$ cat src/rtl/cpu_pkg.sv
// cpu_pkg: shared CPU constants plus the sequencer state type.
//   instr_width / op_width : instruction and opcode widths used by the datapath
//   state_t                : sequencer state encoding
//   ctrl_t                 : decoder controls latched in DECODE
package cpu_pkg;

    localparam int instr_width = 32;
    localparam int op_width    = 6;

    typedef enum logic [2:0] {
        ST_START  = 3'd0,
        ST_FETCH  = 3'd1,
        ST_DECODE = 3'd2,
        ST_EXEC   = 3'd3,
        ST_MEM    = 3'd4,
        ST_WB     = 3'd5,
        ST_HALT   = 3'd6
    } state_t;

    typedef struct packed {
        logic mem_read;
        logic mem_write;
        logic reg_write;
        logic branch;
        logic halt;
    } ctrl_t;

endpackage

$ cat src/rtl/timeout_ctr.sv
// timeout_ctr: counts cycles spent waiting on a memory access.
//   clk, rst_n : clock, async active-low reset
//   clr        : synchronous clear (held while not waiting)
//   en         : count enable (one per wait cycle)
//   expired    : high during the LIMIT-th wait cycle, i.e. the last one allowed
module timeout_ctr #(
    parameter int LIMIT = 15
) (
    input  logic clk,
    input  logic rst_n,
    input  logic clr,
    input  logic en,
    output logic expired
);

    localparam int W = (LIMIT < 2) ? 1 : $clog2(LIMIT + 1);

    logic [W-1:0] cnt;

    // cnt holds the number of wait cycles already completed, so the
    // LIMIT-th cycle sees cnt == LIMIT-1.
    assign expired = (cnt == W'(LIMIT - 1));

    always_ff @(posedge clk or negedge rst_n) begin
        if (!rst_n)
            cnt <= '0;
        else if (clr)
            cnt <= '0;
        else if (en && !expired)
            cnt <= cnt + W'(1);
    end

endmodule

$ cat src/rtl/cpu_sequencer.sv
// cpu_sequencer: multi-cycle instruction sequencer for a simple CPU.
//   clk, rst_n          : clock, async active-low reset
//   start               : level; high holds the program at START
//   dec_*               : decoder controls, latched in DECODE
//   taken               : ALU branch condition (only comb input->output path)
//   mem_ready           : data RAM acknowledge, looked at only in MEM
//   pc_reset .. mem_wr_en : datapath strobes
//   busy, halt, mem_err : status; mem_err is sticky until START
//   instr_count         : retired instructions, saturating
module cpu_sequencer
    import cpu_pkg::*;
#(
    parameter int CNT_W       = 16,
    parameter int MEM_TIMEOUT = 15
) (
    input  logic             clk,
    input  logic             rst_n,
    input  logic             start,
    input  logic             dec_mem_read,
    input  logic             dec_mem_write,
    input  logic             dec_reg_write,
    input  logic             dec_branch,
    input  logic             dec_halt,
    input  logic             taken,
    input  logic             mem_ready,
    output logic             pc_reset,
    output logic             ir_load,
    output logic             pc_en,
    output logic             branch_en,
    output logic             reg_write_en,
    output logic             mem_rd_en,
    output logic             mem_wr_en,
    output logic             busy,
    output logic             halt,
    output logic             mem_err,
    output logic [CNT_W-1:0] instr_count
);

    state_t             state;
    ctrl_t              ctrl;
    logic [CNT_W-1:0]   count_q;
    logic [CNT_W-1:0]   count_nxt;
    logic               expired;

    // The wait counter sits at zero outside MEM, so each MEM entry starts fresh.
    timeout_ctr #(.LIMIT(MEM_TIMEOUT)) u_timeout (
        .clk     (clk),
        .rst_n   (rst_n),
        .clr     (state != ST_MEM),
        .en      (state == ST_MEM),
        .expired (expired)
    );

    // Count retires in WB; going to (or sitting in) START zeroes it so the
    // first START cycle already shows 0.
    always_comb begin
        count_nxt = count_q;
        if (start || state == ST_START)
            count_nxt = '0;
        else if (state == ST_WB && !(&count_q))
            count_nxt = count_q + CNT_W'(1);
    end

    always_ff @(posedge clk or negedge rst_n) begin
        if (!rst_n) begin
            state   <= ST_START;
            ctrl    <= '0;
            count_q <= '0;
            mem_err <= 1'b0;
        end else begin
            count_q <= count_nxt;
            if (start || state == ST_START)
                mem_err <= 1'b0;
            if (start) begin
                state <= ST_START;
            end else begin
                case (state)
                    ST_START:  state <= ST_FETCH;
                    ST_FETCH:  state <= ST_DECODE;
                    ST_DECODE: begin
                        ctrl  <= '{mem_read:  dec_mem_read,
                                   mem_write: dec_mem_write,
                                   reg_write: dec_reg_write,
                                   branch:    dec_branch,
                                   halt:      dec_halt};
                        state <= dec_halt ? ST_HALT : ST_EXEC;
                    end
                    ST_EXEC: begin
                        // ctrl.halt is never set here (DECODE already
                        // diverted); kept as a defensive stop.
                        if (ctrl.halt)
                            state <= ST_HALT;
                        else if (ctrl.mem_read || ctrl.mem_write)
                            state <= ST_MEM;
                        else
                            state <= ST_WB;
                    end
                    ST_MEM: begin
                        // A late ack on the final allowed cycle still completes.
                        if (mem_ready)
                            state <= ST_WB;
                        else if (expired) begin
                            mem_err <= 1'b1;
                            state   <= ST_HALT;
                        end
                    end
                    ST_WB:   state <= ST_FETCH;
                    ST_HALT: state <= ST_HALT;
                    default: state <= ST_START;
                endcase
            end
        end
    end

    assign pc_reset     = (state == ST_START);
    assign ir_load      = (state == ST_FETCH);
    assign pc_en        = (state == ST_WB);
    assign branch_en    = (state == ST_WB) && ctrl.branch && taken;
    assign reg_write_en = (state == ST_WB) && ctrl.reg_write && !ctrl.mem_write;
    assign mem_wr_en    = (state == ST_MEM) && ctrl.mem_write;
    assign mem_rd_en    = (state == ST_MEM) && ctrl.mem_read && !ctrl.mem_write;
    assign busy         = (state != ST_START) && (state != ST_HALT);
    assign halt         = (state == ST_HALT);
    assign instr_count  = count_q;

endmodule

$ cat config.mk
export PLATFORM = sky130hd
export DESIGN_NAME = cpu_sequencer
export DESIGN_NICKNAME = d
export VERILOG_FILES = /design/src/rtl/cpu_pkg.sv /design/src/rtl/timeout_ctr.sv /design/src/rtl/cpu_sequencer.sv
export SDC_FILE = /design/constraint.sdc
export NUM_CORES = 1
export LEC_CHECK = 0
export CAP_MARGIN = 0
export CELL_PAD_IN_SITES_DETAIL_PLACEMENT = 0
export CELL_PAD_IN_SITES_GLOBAL_PLACEMENT = 1
export CORE_MARGIN = 4
export CORE_UTILIZATION = 25
export DETAILED_ROUTE_END_ITERATION = 6
export PLACE_DENSITY = 0.63
export SYNTH_ARGS = -nofsm -noshare
export SYNTH_HDL_FRONTEND = slang
export SYNTH_HIERARCHICAL = 1
export SYNTH_SLANG_ARGS = --single-unit
export TNS_END_PERCENT = 50
$ cat constraint.sdc
create_clock -name clk -period 5.25 [get_ports clk]
set_clock_uncertainty 0.2 [all_clocks]
set_input_delay 1.05 -clock clk [delete_from_list [all_inputs] [get_ports clk]]
set_output_delay 1.05 -clock clk [all_outputs]
set_load 0.1 [all_outputs]
==> results of run 1 <==
[worst reg2reg max path, stage by stage (launching register included)]
cell and delay [ns]:
dfrtp_1 0.55, nand3_2 0.30, inv_2 0.25, nand3_2 0.16, or4_1 0.49, o211a_1 0.14
[layer usage]
layer | track usage | routed length (um) | up-vias
li1 | - | - | 711
met1 | 0.153 | 2060 | 715
met2 | 0.180 | 1980 | 24
met3 | 0.0275 | 148 | 4
met4 | 0.0421 | 54 | 0
met5 | 0 | 0 | -
[power breakdown]
| part | internal, mW | switching (mW) | total, mW |
|---|---|---|---|
| Clock | 0.138 | 0.0908 | 0.229 |
| Combinational | 0.0937 | 0.230 | 0.323 |
| Sequential | 0.252 | 0.0395 | 0.291 |
| Total | 0.483 | 0.360 | 0.843 |
[flip-flops by register name (all words and copies together), names as in the netlist]
signal,flops
mem_err,1
state,3
ctrl,5
u_timeout/cnt,4
instr_count,16
[through the flow]
stage / cells / total power, mW
3_5_place_dp: 275 / 0.623
2_1_floorplan: 167 / 0.544
3_3_place_gp: 275 / 0.624
5_1_grt: 282 / 0.887
6_report: 282 / 0.843
4_1_cts: 282 / 0.854
[cell families (layout without fill, tap and decap cells)]
logic type                 count (synthesis)  in the layout
DFF                                       29             29
and+or+nand+nor                           68             68
muxes                                      7              7
xor gates and xnor gates                   1              1
adders and majority gates                  3              3
AOI/OAI and AO/OA                         46             46
buffers and inverters                     13             51
[cell type report]
class                      count  area, um^2  area share
multi-input combinational    125         902       0.408
timing repair buffer          36         355       0.161
clock inverter                 2        35.0      0.0158
inverter                       8        30.0      0.0136
sequential                    29         726       0.328
tap                           77        96.3      0.0435
clock buffer                   5        68.8      0.0311
[worst max path at each step]
stage	startpoint	to	slack, ns
after floorplan	state[0]	mem_rd_en	0.96
after global placement	state[2]	mem_wr_en	1.70
after detailed placement	state[0]	mem_wr_en	1.67
after CTS	state[0]	mem_wr_en	1.34
after global routing	state[0]	mem_wr_en	1.18
final	state[0]	mem_wr_en	1.36
[layout by cell type (no fill, tap or decap), types with 3 or more instances in the layout]
cell type        instances
a21oi_1                 17
and2_1                   3
and3_1                   3
clkbuf_8                 5
clkdlybuf4s50_1         34
dfrtp_1                 29
ha_1                     3
inv_1                    4
inv_2                    4
mux2_2                   6
nand2_1                  9
nand3_1                  6
nand3_2                  4
nor2_1                   8
nor3_1                   3
o21ai_0                  8
o31ai_1                  9
or3_1                    6
or4_1                    8
[synthesized netlist by cell type (all sizes together)]
| cell type | instances |
|---|---|
| nand3b | 1 |
| a21o | 1 |
| dfrtp | 29 |
| and2 | 3 |
| nor2b | 2 |
| o31ai | 9 |
| a21oi | 17 |
| nor4 | 1 |
| nand2b | 2 |
| a211oi | 1 |
| nand3 | 10 |
| and4 | 2 |
| a32oi | 1 |
| o311ai | 1 |
| o41ai | 1 |
| or2 | 1 |
| nor2 | 9 |
| o21ai | 10 |
| o22ai | 1 |
| or3 | 6 |
| a22o | 1 |
| or4 | 8 |
| o211ai | 1 |
| nand2 | 9 |
| mux2i | 1 |
| buf | 4 |
| nand4 | 4 |
| nor3 | 5 |
| o211a | 1 |
| nor3b | 2 |
| a311oi | 1 |
| mux2 | 6 |
| xor2 | 1 |
| ha | 3 |
| and3 | 3 |
| inv | 8 |
| clkbuf | 1 |
==> flow_metrics.py, run 1 <==
metrics = {
    "sta": {
        "setup_ws_ns": 1.36,
        "finalHoldViolations": 0,
        "slew_headroom": 0.347,
        "timing.hold.ws_ns": 0.295,
        "worstMarginPinSlew_ns": 0.976,
        "setup_viol": 0,
        "finalCritPeriodShare": 0.740,
        "finalCriticalPeriod_ns": 3.89,
        "tns_ns": 0,
        "rsz0062_at_grt": "no",
        "clock.fmax_ghz": 0.257,
        "slew_violations": 0,
    },
    "synth": {
        "synth_top_family_by_area": "simple AND/OR/NAND/NOR gates",
        "synth_adder_area_share": 0.0224,
        "synth_area_leaders": "dfrtp_1, a21oi_1, o31ai_1, mux2_2, or4_1",
        "yosys.area_share.simple": 0.271,
        "synth.area.mux_share": 0.0462,
        "ys_seq_area_frac": 0.432,
        "avgSynthCellArea_um2": 10.1,
        "synth_compound_area_frac": 0.189,
        "synth.distinct_cells": 45,
        "ys.warnings.count": 6,
        "synth_top_cell_by_area": "dfrtp_1",
        "synth_top_cell_area_share": 0.432,
        "synth_seq_cells": 29,
        "syn_inst": 167,
        "netlist_area_mm2": 0.00168,
        "syn-num-nets": 180,
        "synth_xor_area_frac": 0.00522,
    },
    "min_path": {
        "whs_endpoint": "mem_err",
        "hold_class": "register to register",
        "holdCritStartpoint": "mem_err",
        "whs_path_depth": 2,
    },
    "floorplanning": {
        "row_count": 29,
        "initial_core_util": 0.261,
        "die_x_um": 90.0,
        "pin_count": 36,
        "dieArea_mm2": 0.00809,
        "die_h_um": 90.0,
        "core_area_mm2": 0.00642,
    },
    "critical_path": {
        "setup.worst_path.start_class": "register",
        "crit_chain": "nand3b_1, inv_1, and2_1, clkdlybuf4s50_1",
        "reg2reg_from": "state[2]",
        "r2r_end": "instr_count[14]",
        "crit_path_end_kind": "output pin",
        "cp.arrival_ns": 2.64,
        "worstRegToRegCells": 5,
        "cp.required_ns": 4.00,
        "crit_cells": 4,
        "worstSetupPathType": "register to output pin",
        "worst-path-buf-inv": 2,
        "critical-path-top-delay-family": "buffers and inverters",
        "cp_slowest_cell": "clkdlybuf4s50_1",
        "cp_slowest_stage_delay_ns": 1.13,
        "ff2ff_setup_slack_ns": 3.05,
        "crit_fanout": 11,
    },
    "cells_and_area": {
        "final_core_util": 0.345,
        "final_nets": 218,
        "drive_gt1_frac": 0.161,
        "antennaDiodeCount": 0,
        "finalInstanceArea_mm2": 0.00221,
        "area_growth_pct": 31.8,
        "fill_cells": 662,
    },
    "routing": {
        "first_iter_violations": 56,
        "drt_first_pass_iters": 4,
        "detail_route.wl_per_cell_um": 15.0,
        "wl_um": 4240,
        "route.detailed.drc": 0,
        "vias": 1454,
        "ant_nets": 0,
        "post_drt_via_cell_ratio": 5.16,
    },
    "placed_design": {
        "post-place-ws_ns": 1.67,
        "gp_congestion": 0.782,
        "hpwl_um": 3030,
        "io_buffers": 35,
        "dpl_cell_area_mm2": 0.00211,
    },
    "clock_tree": {
        "h-tree-depth": 2,
        "cts_made_buffers": 5,
        "cts_resized": 0,
        "cts_setup_buffers": 0,
        "cts-root-buf": "clkbuf_8",
        "hold_buffers": 0,
        "cts_buffer_depth": 2,
        "clock-sinks": 29,
        "clock_latency_ns": 0.28,
        "clk_pin_slew_ns": 0.07,
        "cts_tree": "built",
    },
    "grt": {
        "grt_pass1_wl_um": 7600,
        "grt_pass1_vias": 1490,
        "antenna_found_initial": 0,
        "grt_overflow": 0,
        "grtUsageTotal": 0.115,
        "grt_start_max_net_pins": 30,
    },
    "power": {
        "irDropWorstVdd_v": 0.000205,
        "leakagePower_nw": 0.861,
        "power_density_mw_per_mm2": 381,
    },
    "job": {
        "cap_violations": 0,
    },
    "outcome": {
        "status": "finished, final reports clean",
    },
}
Power figures use the tool's default switching activity.
==> run 2: changes to the inputs <==
- clock period: 5.25 -> 4 ns (I/O delays scaled with it)
==> flow_metrics.py, run 2 (synthesis results as in run 1) <==
metrics = {
    "critical_path": {
        "crit_chain": "clkdlybuf4s50_1",
        "critical-path-top-delay-family": "buffers and inverters",
        "cp.required_ns": 3.00,
        "cp_slowest_stage_delay_ns": 1.18,
        "setup.worst_path.start_class": "register",
        "cp.arrival_ns": 1.94,
        "crit_cells": 1,
        "cp_slowest_cell": "clkdlybuf4s50_1",
        "crit_fanout": 7,
        "worstSetupPathType": "register to output pin",
        "worstRegToRegCells": 5,
        "worst-path-buf-inv": 1,
        "crit_path_end_kind": "output pin",
    },
    "placed_design": {
        "io_buffers": 35,
        "gp_congestion": 0.711,
        "dpl_cell_area_mm2": 0.00209,
        "hpwl_um": 2980,
    },
    "routing": {
        "detail_route.wl_per_cell_um": 14.8,
        "route.detailed.drc": 0,
        "ant_nets": 0,
        "drt_first_pass_iters": 4,
        "post_drt_via_cell_ratio": 5.06,
        "vias": 1431,
        "wl_um": 4200,
        "first_iter_violations": 40,
    },
    "cells_and_area": {
        "area_growth_pct": 29.2,
        "largest_register_ffs": 16,
        "drive_gt1_frac": 0.189,
        "multi_input_area_um2": 902,
        "fill_cells": 633,
        "finalInstanceArea_mm2": 0.00217,
        "seqCellArea_um2": 726,
        "antennaDiodeCount": 0,
        "final_common_cell": "dfrtp_1",
        "final_cell_mix": "dfrtp_1, clkdlybuf4s50_1, a21oi_1",
        "final_core_util": 0.338,
        "final_nets": 218,
    },
    "clock_tree": {
        "cts_tree": "built",
        "cts_setup_buffers": 0,
        "cts_buffer_depth": 2,
        "h-tree-depth": 2,
        "hold_buffers": 0,
        "cts_resized": 0,
        "clock_latency_ns": 0.28,
        "clk_pin_slew_ns": 0.06,
        "cts-root-buf": "clkbuf_8",
        "cts_made_buffers": 5,
        "clock-sinks": 29,
    },
    "min_path": {
        "hold_class": "register to register",
        "whs_path_depth": 1,
    },
    "floorplanning": {
        "core_area_mm2": 0.00642,
        "initial_core_util": 0.261,
        "die_x_um": 90.0,
        "dieArea_mm2": 0.00809,
        "die_h_um": 90.0,
        "row_count": 29,
        "pin_count": 36,
    },
    "grt": {
        "grt_pass1_wl_um": 7300,
        "grtUsageTotal": 0.112,
        "grt_start_max_net_pins": 30,
        "antenna_found_initial": 0,
        "grt_overflow": 0,
        "grt_pass1_vias": 1408,
    },
    "sta": {
        "timing.hold.ws_ns": 0.295,
        "slew_headroom": 0.344,
        "finalCriticalPeriod_ns": 2.94,
        "finalHoldViolations": 0,
        "clock.fmax_ghz": 0.341,
        "worstMarginPinSlew_ns": 0.981,
        "setup_viol": 0,
        "rsz0062_at_grt": "no",
        "slew_violations": 0,
        "finalCritPeriodShare": 0.734,
    },
    "power": {
        "leakagePower_nw": 0.860,
        "power_density_mw_per_mm2": 474,
        "p_total_mw": 1.03,
        "irDropWorstVdd_v": 0.000262,
    },
    "outcome": {
        "status": "finished, final reports clean",
    },
    "job": {
        "cap_violations": 0,
    },
}
==> run 2: cell count changes in the layout (fill, tap and decap cells not counted), sizes merged <==
cell,previous run,this run
buf,2,10
clkdlybuf4s50,34,26
clkbuf,5,8
bufinv,1,0
clkinv,1,0
==> run 2: final timing paths <==
kind / start / end / slack (ns)
min in group asynchronous: rst_n / instr_count[12] / 0.72
hold / removal: ctrl[1] / ctrl[1] / 0.30
max in group asynchronous: rst_n / ctrl[2] / 2.58
setup / recovery: instr_count[11] / instr_count[11] / 1.06
setup reg to reg: state[2] / instr_count[14] / 1.75
hold reg to reg: ctrl[1] / ctrl[1] / 0.30
==> run 2: final cells by class <==
type                    count  area share
well taps                  77      0.0444
inverters                   8      0.0138
clock buffers               8      0.0369
multi-input cells         125       0.416
flip-flops and latches     29       0.334
repair buffers             36       0.155
==> run 2: power by group <==
group | internal, mW | total (mW) | switching (mW)
sequential | 0.331 | 0.381 | 0.0501
combinational | 0.114 | 0.416 | 0.302
clock | 0.123 | 0.230 | 0.107
total | 0.568 | 1.03 | 0.459
==> run 2: per-layer routing <==
metal | GRT usage | vias up | share of wire
met2 | 0.165 | 31 | 0.45
met5 | 0 | - | 0
met1 | 0.149 | 682 | 0.49
met4 | 0.0408 | 0 | 0.0093
li1 | - | 716 | -
met3 | 0.0434 | 2 | 0.051
==> run 2: metrics by stage <==
step,instances,setup slack (ns),TNS [ns]
after floorplan,167,-0.0434,-0.0548
after CTS,283,1.05,0
after global placement,275,1.33,0
after detailed placement,275,1.33,0
after global routing,283,0.968,0
final,283,1.06,0
